--- src/rtl/multicycle_control_unit_pkg.sv ---
// Shared definitions for the multi-cycle RV32I control unit: opcode
// constants, FSM state encodings, datapath mux select codes, the opcode
// class vector produced by opcode_class_decode and the control word the
// FSM drives onto the datapath.
package multicycle_control_unit_pkg;

  // Major opcodes (instr[6:0])
  localparam logic [6:0] OP_R      = 7'b0110011;
  localparam logic [6:0] OP_LOAD   = 7'b0000011;
  localparam logic [6:0] OP_STORE  = 7'b0100011;
  localparam logic [6:0] OP_BRANCH = 7'b1100011;
  localparam logic [6:0] OP_OPIMM  = 7'b0010011;
  localparam logic [6:0] OP_JAL    = 7'b1101111;
  localparam logic [6:0] OP_LUI    = 7'b0110111;

  // State codes are visible on the State debug port, so they are fixed.
  typedef enum logic [3:0] {
    S_FETCH  = 4'd0,
    S_DECODE = 4'd1,
    S_MEMADR = 4'd2,
    S_MEMRD  = 4'd3,
    S_MEMWB  = 4'd4,
    S_MEMWR  = 4'd5,
    S_EXECR  = 4'd6,
    S_EXECI  = 4'd7,
    S_ALUWB  = 4'd8,
    S_BEQ    = 4'd9,
    S_JAL    = 4'd10,
    S_LUI    = 4'd11,
    S_TRAP   = 4'd12
  } state_t;

  // ALU operand A select
  localparam logic [1:0] SRCA_PC    = 2'b00;
  localparam logic [1:0] SRCA_OLDPC = 2'b01;
  localparam logic [1:0] SRCA_RS1   = 2'b10;
  localparam logic [1:0] SRCA_ZERO  = 2'b11;

  // ALU operand B select
  localparam logic [1:0] SRCB_RS2  = 2'b00;
  localparam logic [1:0] SRCB_IMM  = 2'b01;
  localparam logic [1:0] SRCB_FOUR = 2'b10;

  // ALU operation class
  localparam logic [1:0] ALUOP_ADD   = 2'b00;
  localparam logic [1:0] ALUOP_SUB   = 2'b01;
  localparam logic [1:0] ALUOP_FUNCT = 2'b10;

  // Writeback / PC-update result select
  localparam logic [1:0] RES_ALUOUT = 2'b00;
  localparam logic [1:0] RES_RDATA  = 2'b01;
  localparam logic [1:0] RES_ALURES = 2'b10;

  // One-hot-ish opcode classification; exactly one bit is set.
  typedef struct packed {
    logic is_load;
    logic is_store;
    logic is_r;
    logic is_i;
    logic is_beq;
    logic is_jal;
    logic is_lui;
    logic is_illegal;
  } op_class_t;

  // Full datapath control word driven by the FSM.
  typedef struct packed {
    logic       pc_write;
    logic       ir_write;
    logic       adr_src;
    logic       mem_req;
    logic       mem_rw;
    logic       reg_write;
    logic       branch;
    logic [1:0] alu_src_a;
    logic [1:0] alu_src_b;
    logic [1:0] alu_op;
    logic [1:0] result_src;
    logic       instr_done;
    logic       illegal;
  } ctrl_t;

endpackage

--- src/rtl/opcode_class_decode.sv ---
// Combinational opcode classifier for the multi-cycle control unit.
// Ports:
//   opcode   in  7  instr[6:0] from the instruction register
//   op_class out    class vector; JAL/LUI fall into is_illegal when their
//                   ENABLE_* parameter is 0
module opcode_class_decode
  import multicycle_control_unit_pkg::*;
#(
  parameter bit ENABLE_JAL = 1'b1,
  parameter bit ENABLE_LUI = 1'b1
) (
  input  logic [6:0] opcode,
  output op_class_t  op_class
);

  always_comb begin
    // NOTE: every output gets a default before the case so no path leaves
    // it unassigned, which would otherwise infer a latch.
    op_class = '0;
    unique case (opcode)
      OP_LOAD:   op_class.is_load  = 1'b1;
      OP_STORE:  op_class.is_store = 1'b1;
      OP_R:      op_class.is_r     = 1'b1;
      OP_OPIMM:  op_class.is_i     = 1'b1;
      OP_BRANCH: op_class.is_beq   = 1'b1;
      OP_JAL: begin
        if (ENABLE_JAL) op_class.is_jal     = 1'b1;
        else            op_class.is_illegal = 1'b1;
      end
      OP_LUI: begin
        if (ENABLE_LUI) op_class.is_lui     = 1'b1;
        else            op_class.is_illegal = 1'b1;
      end
      default:   op_class.is_illegal = 1'b1;
    endcase
  end

endmodule

--- src/rtl/multicycle_control_unit.sv ---
// Moore FSM controller for the multi-cycle RV32I datapath. Sequences each
// instruction through fetch/decode/execute/memory/writeback, driving every
// datapath mux, enable and memory strobe, with a mem_ready wait-state
// handshake on the unified memory. Unsupported opcodes enter an absorbing
// TRAP state that only rst leaves.
// Ports:
//   clk, rst (synchronous, active-high; forces every output to 0)
//   opcode, zero, mem_ready                  status inputs
//   PCWrite, IRWrite, AdrSrc, MemReq, MemRW,
//   RegWrite, Branch                         enables / strobes
//   ALUSrcA, ALUSrcB, ALUOp, ResultSrc       mux selects
//   InstrDone (last cycle of an instruction), Illegal (in TRAP), State
module multicycle_control_unit
  import multicycle_control_unit_pkg::*;
#(
  parameter bit ENABLE_JAL = 1'b1,
  parameter bit ENABLE_LUI = 1'b1
) (
  input  logic       clk,
  input  logic       rst,
  input  logic [6:0] opcode,
  input  logic       zero,
  input  logic       mem_ready,
  output logic       PCWrite,
  output logic       IRWrite,
  output logic       AdrSrc,
  output logic       MemReq,
  output logic       MemRW,
  output logic       RegWrite,
  output logic       Branch,
  output logic [1:0] ALUSrcA,
  output logic [1:0] ALUSrcB,
  output logic [1:0] ALUOp,
  output logic [1:0] ResultSrc,
  output logic       InstrDone,
  output logic       Illegal,
  output logic [3:0] State
);

  state_t    state_q, state_d;
  op_class_t cls;
  ctrl_t     ctrl, ctrl_out;

  opcode_class_decode #(
    .ENABLE_JAL (ENABLE_JAL),
    .ENABLE_LUI (ENABLE_LUI)
  ) u_decode (
    .opcode   (opcode),
    .op_class (cls)
  );

  always_ff @(posedge clk) begin
    // NOTE: state registers use non-blocking assignments so every flop
    // samples pre-edge values, independent of block evaluation order.
    if (rst) state_q <= S_FETCH;
    else     state_q <= state_d;
  end

  always_comb begin
    state_d = state_q;
    ctrl    = '0;
    case (state_q)
      S_FETCH: begin
        ctrl.mem_req    = 1'b1;
        ctrl.adr_src    = 1'b0;
        ctrl.alu_src_a  = SRCA_PC;
        ctrl.alu_src_b  = SRCB_FOUR;
        ctrl.result_src = RES_ALURES;
        ctrl.ir_write   = mem_ready;
        ctrl.pc_write   = mem_ready;
        if (mem_ready) state_d = S_DECODE;
      end
      S_DECODE: begin
        // Precompute the branch/jump target into ALUOut.
        ctrl.alu_src_a = SRCA_OLDPC;
        ctrl.alu_src_b = SRCB_IMM;
        if (cls.is_illegal)                 state_d = S_TRAP;
        else if (cls.is_load | cls.is_store) state_d = S_MEMADR;
        else if (cls.is_r)                  state_d = S_EXECR;
        else if (cls.is_i)                  state_d = S_EXECI;
        else if (cls.is_beq)                state_d = S_BEQ;
        else if (cls.is_jal)                state_d = S_JAL;
        else if (cls.is_lui)                state_d = S_LUI;
        else                                state_d = S_TRAP;
      end
      S_MEMADR: begin
        ctrl.alu_src_a = SRCA_RS1;
        ctrl.alu_src_b = SRCB_IMM;
        // The IR still holds the instruction, so the class is still valid.
        state_d = cls.is_store ? S_MEMWR : S_MEMRD;
      end
      S_MEMRD: begin
        ctrl.mem_req = 1'b1;
        ctrl.adr_src = 1'b1;
        if (mem_ready) state_d = S_MEMWB;
      end
      S_MEMWB: begin
        ctrl.result_src = RES_RDATA;
        ctrl.reg_write  = 1'b1;
        ctrl.instr_done = 1'b1;
        state_d         = S_FETCH;
      end
      S_MEMWR: begin
        ctrl.mem_req    = 1'b1;
        ctrl.mem_rw     = 1'b1;
        ctrl.adr_src    = 1'b1;
        ctrl.instr_done = mem_ready;
        if (mem_ready) state_d = S_FETCH;
      end
      S_EXECR: begin
        ctrl.alu_src_a = SRCA_RS1;
        ctrl.alu_src_b = SRCB_RS2;
        ctrl.alu_op    = ALUOP_FUNCT;
        state_d        = S_ALUWB;
      end
      S_EXECI: begin
        ctrl.alu_src_a = SRCA_RS1;
        ctrl.alu_src_b = SRCB_IMM;
        ctrl.alu_op    = ALUOP_FUNCT;
        state_d        = S_ALUWB;
      end
      S_ALUWB: begin
        ctrl.result_src = RES_ALUOUT;
        ctrl.reg_write  = 1'b1;
        ctrl.instr_done = 1'b1;
        state_d         = S_FETCH;
      end
      S_BEQ: begin
        ctrl.alu_src_a  = SRCA_RS1;
        ctrl.alu_src_b  = SRCB_RS2;
        ctrl.alu_op     = ALUOP_SUB;
        ctrl.result_src = RES_ALUOUT;
        ctrl.branch     = 1'b1;
        ctrl.pc_write   = zero;
        ctrl.instr_done = 1'b1;
        state_d         = S_FETCH;
      end
      S_JAL: begin
        // PC loads the target from ALUOut while the ALU forms OldPC+4
        // for the link register write in ALUWB.
        ctrl.alu_src_a  = SRCA_OLDPC;
        ctrl.alu_src_b  = SRCB_FOUR;
        ctrl.result_src = RES_ALUOUT;
        ctrl.pc_write   = 1'b1;
        state_d         = S_ALUWB;
      end
      S_LUI: begin
        ctrl.alu_src_a = SRCA_ZERO;
        ctrl.alu_src_b = SRCB_IMM;
        state_d        = S_ALUWB;
      end
      S_TRAP: begin
        ctrl.illegal = 1'b1;
        state_d      = S_TRAP;
      end
      default: state_d = S_FETCH;
    endcase
  end

  // Reset masks the outputs combinationally so an in-flight memory request
  // or write strobe drops in the very cycle rst is raised.
  assign ctrl_out  = rst ? '0 : ctrl;
  assign State     = rst ? 4'd0 : state_q;

  assign PCWrite   = ctrl_out.pc_write;
  assign IRWrite   = ctrl_out.ir_write;
  assign AdrSrc    = ctrl_out.adr_src;
  assign MemReq    = ctrl_out.mem_req;
  assign MemRW     = ctrl_out.mem_rw;
  assign RegWrite  = ctrl_out.reg_write;
  assign Branch    = ctrl_out.branch;
  assign ALUSrcA   = ctrl_out.alu_src_a;
  assign ALUSrcB   = ctrl_out.alu_src_b;
  assign ALUOp     = ctrl_out.alu_op;
  assign ResultSrc = ctrl_out.result_src;
  assign InstrDone = ctrl_out.instr_done;
  assign Illegal   = ctrl_out.illegal;

endmodule

--- config.mk ---
export PLATFORM = sky130hd
export DESIGN_NAME = multicycle_control_unit
export DESIGN_NICKNAME = d
export VERILOG_FILES = /design/src/rtl/multicycle_control_unit_pkg.sv /design/src/rtl/opcode_class_decode.sv /design/src/rtl/multicycle_control_unit.sv
export SDC_FILE = /design/constraint.sdc
export NUM_CORES = 1
export LEC_CHECK = 0
export BUFFER_PORTS_ARGS = -buffer_cell sky130_fd_sc_hd__clkbuf_2
export CORE_MARGIN = 10
export CORE_UTILIZATION = 28
export CTS_CLUSTER_DIAMETER = 60
export CTS_CLUSTER_SIZE = 8
export DETAILED_ROUTE_END_ITERATION = 16
export GPL_ROUTABILITY_DRIVEN = 0
export GPL_TIMING_DRIVEN = 0
export PLACE_DENSITY_LB_ADDON = 0.05
export SLEW_MARGIN = 10
export SYNTH_ARGS = -nofsm -noshare
export SYNTH_HDL_FRONTEND = slang
export SYNTH_HIERARCHICAL = 1
export SYNTH_SLANG_ARGS = --single-unit
--- constraint.sdc ---
create_clock -name clk -period 1.38 [get_ports clk]
set_input_delay 0.069 -clock clk [delete_from_list [all_inputs] [get_ports clk]]
set_output_delay 0.069 -clock clk [all_outputs]
set_load 0.05 [all_outputs]
# Word level (Yosys, flattened, before mapping)
# Index checks and enable logic that the tools add are counted.
[totals]
regBits = 4
output_inout_bits = 21
wordCells = 66
[op_classes]
n_eq_ne = 22
mux = 32
n_bitwise = 1
n_reduce_logical = 10
[op_table]
columns = ["op", "count"]
rows = [
  ["4-bit two-way mux", 8],
  ["4-bit one-hot mux with 7 select lines", 1],
  ["4-bit one-hot mux with 6 select lines", 1],
  ["7-bit by 6-bit equality test with 1-bit output, second input constant", 3],
  ["4-bit equality test, second input constant", 5],
  ["17-bit two-way mux", 1],
  ["4-bit by 3-bit equality test with 1-bit output, second input constant", 4],
  ["7-bit equality test, second input constant", 2],
  ["1-bit two-way mux", 12],
  ["3-bit two-way mux", 4],
  ["2-bit one-hot mux with 2 select lines", 3],
  ["2-bit OR reduction", 5],
  ["4-bit by 2-bit equality test with 1-bit output, second input constant", 2],
  ["7-bit by 2-bit equality test with 1-bit output, second input constant", 1],
  ["7-bit by 5-bit equality test with 1-bit output, second input constant", 1],
  ["7-bit OR reduction", 1],
  ["2-bit inequality test, second input constant", 3],
  ["4-bit by 1-bit equality test with 1-bit output, second input constant", 1],
  ["4-bit zero test", 1],
  ["4-bit OR reduction", 1],
  ["1-bit one-hot mux with 3 select lines", 1],
  ["3-bit AND reduction", 1],
  ["3-bit OR reduction", 1],
  ["1-bit one-hot mux with 2 select lines", 1],
  ["1-bit bitwise OR", 1],
]

# Depth between registers and ports, before layout
[depth]
ltp_word = 10
ltp_mapped = 7
depth_no_buf = 7

# Modules after synthesis
# The synthesis kept the hierarchy.
[modules_own_cells]
columns = ["mod", "n_inst", "cells_each", "area_each_um2", "seq_area_each_um2"]
rows = [
  ["multicycle_control_unit", 1, 94, 623.1, 80.1],
  ["opcode_class_decode", 1, 18, 127.6, 0.0],
]

# Worst setup path before layout
# No wires, ideal clock.
[synth_path]
path_kind = "register -> output"
from = "reg state_q[3]"
to = "out PCWrite"
arrival_time_ps = 2759
required_ps = 1311
slack_ps = -1448
path_stages_with_launch = 5
n_path_buf = 1
cell_sequence = "dfxtp_1 > clkbuf_1 > xor2_1 > nor4_1 > o221a_2"
[synth_via]
elab_chain_cells = 3
elab_cells_between_ends = 5
classes_between = "2 x eq/ne; 2 x mux; 1 x reduce/logical"
[synth_lines]
columns = ["item", "line_no", "rtl"]
rows = [
  ["start: declaration", "multicycle_control_unit.sv:40", "state_t state_q, state_d;"],
  ["start signal: assignment", "multicycle_control_unit.sv:56", "else state_q <= state_d;"],
  ["4-bit equality test / 4-bit zero test (equally long branches)", "multicycle_control_unit.sv:62", "case (state_q)"],
  ["1-bit one-hot mux with 3 select lines (*)", "multicycle_control_unit.sv:62", ""],
  ["17-bit two-way mux (*)", "multicycle_control_unit.sv:162", "assign ctrl_out = rst ? '0 : ctrl;"],
  ["end: declaration", "multicycle_control_unit.sv:24", "output logic PCWrite,"],
]
# Every way passes the cells marked *; elsewhere a longest branch is shown, timed or not.

# Final worst setup path
# Same ends and word-level chain as after synthesis.

==> results.sh <==
export IMPL_dp_slack_ns=-0.479
export IMPL_syn_inst=112
export IMPL_io_pins=32
export IMPL_hp_start="mem_ready"
export IMPL_path_depth=5
export IMPL_grt_overflow=0
export IMPL_hold_path_depth=3
export IMPL_max_freq_mhz=635
export IMPL_hold_viol_final=0
export IMPL_grt_pass1_wl_mm=6.08
export IMPL_period_minus_slack_ns=1.58
export IMPL_slew_violations=0
export IMPL_reg2reg_depth=4
export IMPL_critical_path_buf_inv_count=3
export IMPL_peakVddDrop_uv=1690
export IMPL_fin_crit_sh_pct=114
export IMPL_r2r_start="state_q[2]"
export IMPL_root_buffer="clkbuf_4"
export IMPL_drt_iter0_markers=81
export IMPL_yosys_cell_types_count=42
export IMPL_cts_tree="built"
export IMPL_synthAdderAreaFrac_pct=0
export IMPL_nets=190
export IMPL_worst_slew_pin_slew_ns=0.509
export IMPL_rows=18
export IMPL_synth_xor_area_share_pct=3.50
export IMPL_synth_simple_area_share_pct=48.3
export IMPL_cp_max_fo=10
export IMPL_status="finished with violations"
export IMPL_largest_reg_flops=4
export IMPL_violations="negative setup slack"
export IMPL_synth_flop_cell="dfxtp_1"
export IMPL_drive_gt1_share_pct=78.5
export IMPL_met1_usage_pct=15.3
export IMPL_regMostFlops="state_q"
export IMPL_grt_use_total_pct=14.0
export IMPL_initial_core_util_pct=29.8
export IMPL_crit_arrival_ns=1.51
export IMPL_cp_top_family="buffers and inverters"
export IMPL_drc=0
export IMPL_async_flop_share_pct=0
export IMPL_relSlewSlack_pct=66.1
export IMPL_mappedNetlistArea_um2=751
export IMPL_fin_util_pct=83.5
export IMPL_critPathRequiredTime_ns=1.31
export IMPL_met2_usage_pct=26.0
export IMPL_synth_edff_count=0
export IMPL_fin_ws_ns=-0.195
export IMPL_coreArea_mm2=0.00252
export IMPL_avgSynthCellArea_um2=6.70
export IMPL_cap_violations=0
export IMPL_viasPerCell=5.78
export IMPL_clk_latency_ns=0.23
export IMPL_ys_ff_latch=4
export IMPL_top_usage_layer="met2"
export IMPL_yosys_area_top_type_share_pct=10.7
export IMPL_post_dp_cell_area_mm2=0.00117
export IMPL_grt_max_degree=11
export IMPL_final_area_mm2=0.00211
export IMPL_hold_path_class="input port to register"
export IMPL_top_regs="state_q x4"
export IMPL_placed_cells=172
export IMPL_synthMuxAreaShare_pct=2.67
export IMPL_first_global_vias=1235
export IMPL_antenna_found_initial=0
export IMPL_ys_top_cells_by_count="11 x nor2_1, 11 x nor3_1, 8 x nor4_1, 7 x nand2_1"
export IMPL_path_cells="buf_8 -> buf_12 -> nor4b_4 -> o221a_4 -> clkbuf_16"
export IMPL_dieWidth_um=71.8
export IMPL_port_buffers=30
export IMPL_wire_per_inst_um=20.3
export IMPL_yosysTopAreaCell="dfxtp_1"
export IMPL_p_per_area_mw_per_mm2=1480
export IMPL_critPathLaunchType="register"
export IMPL_final_cells=207
export IMPL_cp_end_kind="output port"
export IMPL_syn_to_final_growth_pct=181
export IMPL_clockBufferDepth=2
export IMPL_cts_sinks=4
export IMPL_ctsHoldBuffers=0
export IMPL_clkTransAtPathRegs_ns=0.04
export IMPL_skew_ns=0.00472
export IMPL_synth_area_leaders="dfxtp_1 11%, nor3_1 7.3%, nor4_1 6.7%"
export IMPL_dp_hpwl_mm=2.19
export IMPL_yosys_warnings=6
export IMPL_cpMaxStageDelayCell="dfxtp_2"
export IMPL_synth_compound_area_share_pct=25.2
export IMPL_dieArea_mm2=0.00515
export IMPL_gr_usage_met3_pct=3.03
export IMPL_rsz0062_at_grt="yes"
export IMPL_drt_wl_total_mm=4.21
export IMPL_antenna_left=0
export IMPL_p_leak_nw=0.807
export IMPL_path_class="register to output port"
export IMPL_n_antenna_cell=0
export IMPL_synth_top_family_by_area="simple AND/OR/NAND/NOR gates"
export IMPL_setup_violations=21
export IMPL_cts_inserted_buffers=3
export IMPL_crit_start="state_q[3]"
export IMPL_syn_nets=123
export IMPL_htreeDepth=1
export IMPL_cp_slowest_stage_delay_ns=0.32
export IMPL_ys_seq_area_share_pct=10.7
export IMPL_first_pass_iters=4
export IMPL_die_h_um=71.8
export IMPL_vias=1196
## layout by cell type, fill, tap and decap left out, types with 2 or more instances in the layout
master / n
dfxtp_2: 2
clkbuf_8: 3
nor3_4: 6
and3_1: 2
o21ai_1: 2
o211ai_1: 2
buf_4: 21
clkbuf_4: 5
nor4b_2: 2
buf_12: 5
nor2b_1: 2
clkinvlp_4: 2
buf_8: 15
nor2_2: 2
clkbuf_16: 7
nor2_4: 3
o21ai_0: 2
or3_1: 2
clkbuf_2: 6
inv_4: 2
buf_6: 12
nor2_1: 6
a31oi_4: 2
dfxtp_4: 2
a32o_1: 2
a21oi_1: 4
nand2_4: 3
nor3_1: 4
nor4_4: 7
nand2_1: 3
## layout make-up
type                    instances  area [um2]
multi-input cells              92        1030
repair buffers                 63         752
well taps                      30        37.5
plain buffers                   9         133
flip-flops and latches          4        90.1
inverters                       6        42.5
fillers                       119         415
clock buffers                   3        22.5
## kinds of logic after synthesis
kind of cell | count (synthesis)
and+or+nand+nor | 62
DFF | 4
xor gates and xnor gates | 3
muxes | 2
AOI/OAI and AO/OA | 25
buffers and inverters | 16
## per-stage QoR
| step | hold slack [ns] | setup TNS (ns) | power, mW |
|---|---|---|---|
| final | 0.377 | -2.39 | 3.12 |
| after global routing | 0.384 | -3.64 | 3.26 |
| after CTS | 0.343 | -2.34 | 2.65 |
| after detailed placement | 0.581 | -2.78 | 1.68 |
| after global placement | 0.572 | -2.68 | 1.67 |
| after floorplan | 0.310 | -1.15 | 1.41 |
## what timing repair did
item                                    in CTS  in global routing
gates cloned                                 2                  1
buffers inserted                            17                 13
pin swaps                                   19                 20
resized for setup                           93                 61
endpoints found under the setup margin      23                 25
## per-layer routing
metal	up-vias	share of wire (%)	wire length, um
met5	-	0	0
met4	0	2.1	88
met3	10	4.6	194
met2	42	54	2290
met1	585	39	1640
li1	559	-	-
## path summary, 6_finish.rpt
check,endpoint,slack (ns)
min reg2reg,state_q[3],0.74
max,PCWrite,-0.20
min,state_q[0],0.38
max reg2reg,state_q[0],-0.15
## tightest hold or removal path: cells and delay by family
family | cells | cell delay (ns)
compound gates | 1 | 0.23
simple gates | 1 | 0.11
buf+inv | 1 | 0.15
## power by group
part	switching, mW	internal [mW]
registers	0.0651	0.159
logic	1.42	1.33
clock network	0.0501	0.0975
Power figures use the tool's default switching activity.
